--- src/rtl/prga_pkg.sv ---
// Shared definitions for the RC4 keystream generator / decryptor.
//   AW, DW  : default address/data width of the S, ct and pt memories.
//   state_t : controller states.
package prga_pkg;

    localparam int AW = 8;
    localparam int DW = 8;

    typedef enum logic [4:0] {
        IDLE,
        RDL1,
        RDL2,
        WRL,
        INCI,
        RDI1,
        RDI2,
        CALCJ,
        RDJ1,
        RDJ2,
        WRI,
        WRJ,
        RDK1,
        RDK2,
        RDC1,
        RDC2,
        WRP,
        DONE
    } state_t;

endpackage

--- src/rtl/prga_decrypt_if.sv ---
// Bus bundle of prga_decrypt: en/rdy handshake plus the S memory
// (read/write), ciphertext memory (read-only) and plaintext memory
// (write-only) ports.
//   master : the decryptor (drives rdy, addresses, write data, enables)
//   slave  : the environment (drives en and memory read data)
interface prga_decrypt_if;
    import prga_pkg::*;

    logic          en;
    logic          rdy;
    logic [AW-1:0] s_addr;
    logic [DW-1:0] s_rddata;
    logic [DW-1:0] s_wrdata;
    logic          s_wren;
    logic [AW-1:0] ct_addr;
    logic [DW-1:0] ct_rddata;
    logic [AW-1:0] pt_addr;
    logic [DW-1:0] pt_wrdata;
    logic          pt_wren;

    modport master (
        input  en,
        output rdy,
        output s_addr,
        input  s_rddata,
        output s_wrdata,
        output s_wren,
        output ct_addr,
        input  ct_rddata,
        output pt_addr,
        output pt_wrdata,
        output pt_wren
    );

    modport slave (
        output en,
        input  rdy,
        input  s_addr,
        output s_rddata,
        input  s_wrdata,
        input  s_wren,
        input  ct_addr,
        output ct_rddata,
        input  pt_addr,
        input  pt_wrdata,
        input  pt_wren
    );

endinterface

--- src/rtl/prga_decrypt.sv ---
// RC4 PRGA keystream generator and decryptor.
// Reads the S-box left in S memory by the key scheduler, runs the PRGA
// swap loop (writing S back), and XORs the keystream with a length-prefixed
// ciphertext to produce a length-prefixed plaintext.
// Ports:
//   clk  : clock, all logic on the rising edge
//   rst  : synchronous active-high reset
//   bus  : prga_decrypt_if.master (en/rdy handshake, S/ct/pt memory ports)
// Every memory read holds its address for two cycles and captures read data
// at the end of the second one, so both combinational and registered RAMs
// work. All outputs are registered: each output register is loaded on the
// edge that enters the state which needs it.
module prga_decrypt
    import prga_pkg::*;
(
    input  logic          clk,
    input  logic          rst,
    prga_decrypt_if.master bus
);

    state_t present_state;
    state_t next_state;

    logic [AW-1:0] i;
    logic [AW-1:0] j;
    logic [AW-1:0] k;
    logic [DW-1:0] len;
    logic [DW-1:0] si;
    logic [DW-1:0] sj;
    logic [DW-1:0] pad;

    always_ff @(posedge clk) begin
        if (rst) present_state <= IDLE;
        else     present_state <= next_state;
    end

    always_comb begin
        next_state = present_state;
        case (present_state)
            IDLE:    if (bus.en) next_state = RDL1;
            RDL1:    next_state = RDL2;
            RDL2:    next_state = WRL;
            WRL:     next_state = (len == '0) ? DONE : INCI;
            INCI:    next_state = RDI1;
            RDI1:    next_state = RDI2;
            RDI2:    next_state = CALCJ;
            CALCJ:   next_state = RDJ1;
            RDJ1:    next_state = RDJ2;
            RDJ2:    next_state = WRI;
            WRI:     next_state = WRJ;
            WRJ:     next_state = RDK1;
            RDK1:    next_state = RDK2;
            RDK2:    next_state = RDC1;
            RDC1:    next_state = RDC2;
            RDC2:    next_state = WRP;
            WRP:     next_state = (k < len) ? INCI : DONE;
            DONE:    next_state = IDLE;
            default: next_state = IDLE;
        endcase
    end

    always_ff @(posedge clk) begin
        if (rst) begin
            bus.rdy       <= 1'b1;
            bus.s_addr    <= '0;
            bus.s_wrdata  <= '0;
            bus.s_wren    <= 1'b0;
            bus.ct_addr   <= '0;
            bus.pt_addr   <= '0;
            bus.pt_wrdata <= '0;
            bus.pt_wren   <= 1'b0;
            i             <= '0;
            j             <= '0;
            k             <= '0;
            len           <= '0;
            si            <= '0;
            sj            <= '0;
            pad           <= '0;
        end else begin
            // Write enables are single-cycle pulses; addresses and data hold.
            bus.s_wren  <= 1'b0;
            bus.pt_wren <= 1'b0;
            case (present_state)
                IDLE: begin
                    if (bus.en) begin
                        bus.rdy     <= 1'b0;
                        bus.ct_addr <= '0;
                        i           <= '0;
                        j           <= '0;
                        k           <= '0;
                    end
                end
                RDL2: begin
                    // Length goes straight to pt[0] during WRL.
                    len           <= bus.ct_rddata;
                    bus.pt_addr   <= '0;
                    bus.pt_wrdata <= bus.ct_rddata;
                    bus.pt_wren   <= 1'b1;
                end
                INCI: begin
                    i          <= i + 1'b1;
                    k          <= k + 1'b1;
                    bus.s_addr <= i + 1'b1;
                end
                RDI2: begin
                    si <= bus.s_rddata;
                end
                CALCJ: begin
                    j          <= j + si;
                    bus.s_addr <= j + si;
                end
                RDJ2: begin
                    // S[i] <= sj. si and sj are both captured before either
                    // write, so i == j degenerates to two identical writes.
                    sj           <= bus.s_rddata;
                    bus.s_addr   <= i;
                    bus.s_wrdata <= bus.s_rddata;
                    bus.s_wren   <= 1'b1;
                end
                WRI: begin
                    bus.s_addr   <= j;
                    bus.s_wrdata <= si;
                    bus.s_wren   <= 1'b1;
                end
                WRJ: begin
                    bus.s_addr <= si + sj;
                end
                RDK2: begin
                    pad         <= bus.s_rddata;
                    bus.ct_addr <= k;
                end
                RDC2: begin
                    bus.pt_addr   <= k;
                    bus.pt_wrdata <= pad ^ bus.ct_rddata;
                    bus.pt_wren   <= 1'b1;
                end
                DONE: begin
                    bus.rdy <= 1'b1;
                end
                default: ;
            endcase
        end
    end

endmodule

--- src/flat_wrapper.sv ---
// flat-port wrapper written by rule: the top's interface ports become plain ports
module prga_decrypt_flat import prga_pkg::*;
  (clk, rst, bus_en, bus_rdy, bus_s_addr, bus_s_rddata, bus_s_wrdata, bus_s_wren, bus_ct_addr, bus_ct_rddata, bus_pt_addr, bus_pt_wrdata, bus_pt_wren);
  prga_decrypt_if bus_i ();
  input  logic clk;
  input  logic rst;
  input wire logic [$bits(bus_i.en)-1:0] bus_en;
  output wire logic [$bits(bus_i.rdy)-1:0] bus_rdy;
  output wire logic [$bits(bus_i.s_addr)-1:0] bus_s_addr;
  input wire logic [$bits(bus_i.s_rddata)-1:0] bus_s_rddata;
  output wire logic [$bits(bus_i.s_wrdata)-1:0] bus_s_wrdata;
  output wire logic [$bits(bus_i.s_wren)-1:0] bus_s_wren;
  output wire logic [$bits(bus_i.ct_addr)-1:0] bus_ct_addr;
  input wire logic [$bits(bus_i.ct_rddata)-1:0] bus_ct_rddata;
  output wire logic [$bits(bus_i.pt_addr)-1:0] bus_pt_addr;
  output wire logic [$bits(bus_i.pt_wrdata)-1:0] bus_pt_wrdata;
  output wire logic [$bits(bus_i.pt_wren)-1:0] bus_pt_wren;
  assign bus_i.en = bus_en;
  assign bus_rdy = bus_i.rdy;
  assign bus_s_addr = bus_i.s_addr;
  assign bus_i.s_rddata = bus_s_rddata;
  assign bus_s_wrdata = bus_i.s_wrdata;
  assign bus_s_wren = bus_i.s_wren;
  assign bus_ct_addr = bus_i.ct_addr;
  assign bus_i.ct_rddata = bus_ct_rddata;
  assign bus_pt_addr = bus_i.pt_addr;
  assign bus_pt_wrdata = bus_i.pt_wrdata;
  assign bus_pt_wren = bus_i.pt_wren;
  prga_decrypt u_core (.clk(clk), .rst(rst), .bus(bus_i));
endmodule
--- config.mk ---
export PLATFORM = sky130hd
export DESIGN_NAME = prga_decrypt_flat
export DESIGN_NICKNAME = d
export VERILOG_FILES = /design/src/rtl/prga_pkg.sv /design/src/rtl/prga_decrypt_if.sv /design/src/rtl/prga_decrypt.sv /design/src/flat_wrapper.sv
export SDC_FILE = /design/constraint.sdc
export NUM_CORES = 1
export LEC_CHECK = 0
export CORE_MARGIN = 5
export CORE_UTILIZATION = 35
export DETAILED_ROUTE_END_ITERATION = 7
export PLACE_DENSITY = 0.68
export SLEW_MARGIN = 20
export SYNTH_ARGS = -nofsm -noshare
export SYNTH_HDL_FRONTEND = slang
export SYNTH_SLANG_ARGS = --single-unit
--- constraint.sdc ---
create_clock -name clk -period 2.25 [get_ports clk]
set_clock_uncertainty 0.2 [all_clocks]
set_input_delay 0.45 -clock clk [delete_from_list [all_inputs] [get_ports clk]]
set_output_delay 0.45 -clock clk [all_outputs]
set_load 0.005 [all_outputs]
==> results.md, run 1 <==
- Grt total ovfl: 0
- CTS tree: done
- Area grow syn2layout: 28.38%
- Crit path DAT: 2.30 ns
- FILL cells: 1420
- DPL Wire Length: 10.44 mm
- Crit path largest cell delay: 0.36 ns
- Clock root buffer master: clkbuf_16
- Mapped Cells: 607
- Peak VDD IR: 0.4607 mV
- Vias in the first global route: 4642
- Clk_lat worst skew: 0.34 ns
- Via count: 4807
- CTS clk-pin slew, worst paths: 0.07 ns
- Yosys synthesis warning count: 0
- Placed cell count: 866
- Most common cell after layout, fill and taps aside: dfxtp_1
- FP Rows: 44
- Die width: 131.0 um
- Fin crit period: 2.270 ns
- Largest net degree at the start of global routing: 44
- Synth async-reset ratio: 0
- Total setup buffers inserted after CTS: 0
- Register area: 2096 um^2
- Clock Sinks: 104
- Core ar.: 14420 um^2
- Combined area of the multi-input logic cells: 2875 um^2
- Fin nets: 737
- Least-Margin Pin Slew: 0.6116 ns
- Status: finished, violations left
- # IOs: 62
- Share of cells above drive strength 1: 0.1390
- Most frequent cells in the layout: dfxtp_1, nand2_1, nor2_1
- Count of unique library cells instantiated by Yosys: 55
- Final WL: 14.09 mm
- Fin crit share: 1.009
- Clk buf depth: 2
- Starting Density: 0.3555
- Buf/Inv on CP: 0
- Setup CP Type: flip-flop to flip-flop
- Worst-path maximum fanout: 3
- RSZ-0062 raised after global routing: yes
- Slew margin rel.: 0.5885
- First-pass GRT wire length: 23.18 mm
- Slowest CP cell: fa_2
- # hold bufs at CTS: 0
- Final ANT Viol Nets: 0
- Post-synth top flop: dfxtp_1
- Total Power: 4356 uW
- Max Fclk: 440.4 MHz
- GPL Wtd Cong: 0.8841
- Critical Path, Cell by Cell: ha_2, fa_2, a211oi_2, o21bai_1, a21oi_1, xnor2_1, a2111oi_2, o31ai_1
- Setup WS post-layout: -0.02041 ns
- Antenna violations before repair: 0
- Worst Hold Class: flip-flop to flip-flop
- PwrDens: 661.7 nW/um^2
- Overall Global Routing Usage: 0.1688
- Via/cell ratio: 5.450
- Setup violations, final: 1
- Seq cells post-synth: 104
- DIE AREA: 17170 um^2
- Static Leak: 0.002490 uW
- Crit path max-delay family: compound AO/OA/AOI/OAI gates
- Number of cells on the critical path: 8
- Port bufs: 61
- Failing checks: setup timing
- Syn nets: 651
- Final Core Density: 0.4564
- Hold Path Stages: 2
- CP Data Required Time: 2.28 ns
- Synth Cell Area: 5127 um^2
- Area after DPL: 6193 um^2
- Finished layout cell area: 6583 um^2
- Drt initial violations: 271
- FF-to-FF path depth: 8
- CTS buffer count: 9
- Post-synth EDFFs: 0
- TritonRoute pass-1 iters: 5
- Post-place setup slack: -0.07587 ns
- Fin. Hold Viols: 0
- Average wire per standard cell: 15.98 um
- # DRC: 0
- Diodes inserted: 0
- Post-synthesis sequential area ratio: 0.4061
- Die Y: 131.0 um
- Max-cap violations: 0
- Slew Viols, Final: 0
- Crit start category: flip-flop
- H-tree depth: 3
- Layout Cells excl Fill: 882
- Syn_area_per_cell: 8.447 um^2
- Worst Setup End Kind: flip-flop
-- report_power, final --
part	switching (uW)	total, uW	internal, uW
Sequential	51.9	1940	1890
Combinational	322	590	268
Clock	721	1820	1100
-- final timing paths --
check          startpoint                    to  slack (ns)
max          u_core.si[0]  u_core.bus.s_addr[6]       -0.02
min          u_core.sj[6]          u_core.sj[6]        0.26
max reg2reg  u_core.si[0]  u_core.bus.s_addr[6]       -0.02
min reg2reg  u_core.sj[6]          u_core.sj[6]        0.26
-- cell families after synthesis --
kind of cell,Yosys count,synth area share
and+or+nand+nor,236,0.2216
AOI/OAI and AO/OA,172,0.2206
DFF,104,0.4061
buffers and inverters,44,0.04099
adders and majority gates,25,0.06393
xor gates and xnor gates,16,0.02733
muxes,10,0.01952
-- layer usage --
metal / vias up / wire, um / global-route usage
met5: - / 0 / 0
met4: 0 / 138 / 0.04900
met3: 12 / 748 / 0.03496
met2: 126 / 6563 / 0.2697
met1: 2297 / 6642 / 0.2306
li1: 2372 / - / -
-- what timing repair did --
item,4_1_cts,5_1_grt
gates resized for setup,5,14
gates cloned,0,0
endpoints found under the setup margin,2,7
endpoints found under the hold margin,0,0
-- Yosys cell counts (5+ instances only) --
library cell,count,share of area
and3_1,9,0.011
a21o_1,8,0.012
nor3b_1,9,0.013
xor2_1,7,0.012
nor2_1,65,0.048
a22oi_1,26,0.038
inv_1,9,0.0066
ha_1,23,0.056
nand3_1,10,0.0098
a211oi_1,11,0.016
buf_2,12,0.012
nor3_1,8,0.0078
a221oi_1,12,0.020
a211o_1,5,0.0085
dfxtp_1,104,0.41
clkbuf_1,17,0.012
o21ai_0,19,0.019
nand3b_1,10,0.015
a21oi_1,56,0.055
mux2i_1,10,0.020
nand2_1,92,0.067
xnor2_1,9,0.015
a31oi_1,14,0.017
-- worst min-delay path, stage by stage (launching register included) --
cell	delay, ns
dfxtp_1	0.31
nand2_1	0.05
a21oi_1	0.05
-- flip-flops by register name (all words and copies together) (netlist names), 8 cells and up --
signal / count
u_core.bus.ct_addr: 8
u_core.bus.pt_addr: 8
u_core.bus.pt_wrdata: 8
u_core.bus.s_addr: 8
u_core.bus.s_wrdata: 8
u_core.i: 8
u_core.j: 8
u_core.k: 8
u_core.len: 8
u_core.pad: 8
u_core.si: 8
u_core.sj: 8
-- through the flow --
step / hold WS, ns / setup TNS (ns)
detailed placement: 0.2533 / -0.1375
finish: 0.2637 / -0.02041
CTS: 0.2631 / -0.02165
floorplan: 0.2363 / 0
global placement: 0.2502 / -0.03373
global route: 0.2805 / -0.1746
-- final cells by class --
type                            instances  share of cell area
Sequential cell                       104              0.3184
Timing Repair Buffer                  110              0.1517
Clock buffer                            9             0.03421
Multi-Input combinational cell        459              0.4368
Inverter                                9            0.005132
Tap cell                              184             0.03497
Clock inverter                          7             0.01882
No activity file was read; power rests on OpenSTA's default activity.
==> inputs of run 2 (changes only) <==
Settings changed: CAP_MARGIN set to 5.
==> results of run 2 <==
No change in the layout: final DEF, timing and power equal those of run 1.
==> inputs of run 3 (changes only) <==
--- a/constraint.sdc
+++ b/constraint.sdc
@@ -4,2 +4,2 @@
 set_output_delay 0.45 -clock clk [all_outputs]
-set_load 0.005 [all_outputs]
+set_load 0.02 [all_outputs]
==> results of run 3 <==
The final DEF is identical to that of run 1. Status: finished, violations left: setup timing.
Main changes from that run: total power 4356 uW -> 4383 uW; worst IR drop on VDD 0.4607 mV -> 0.4640 mV
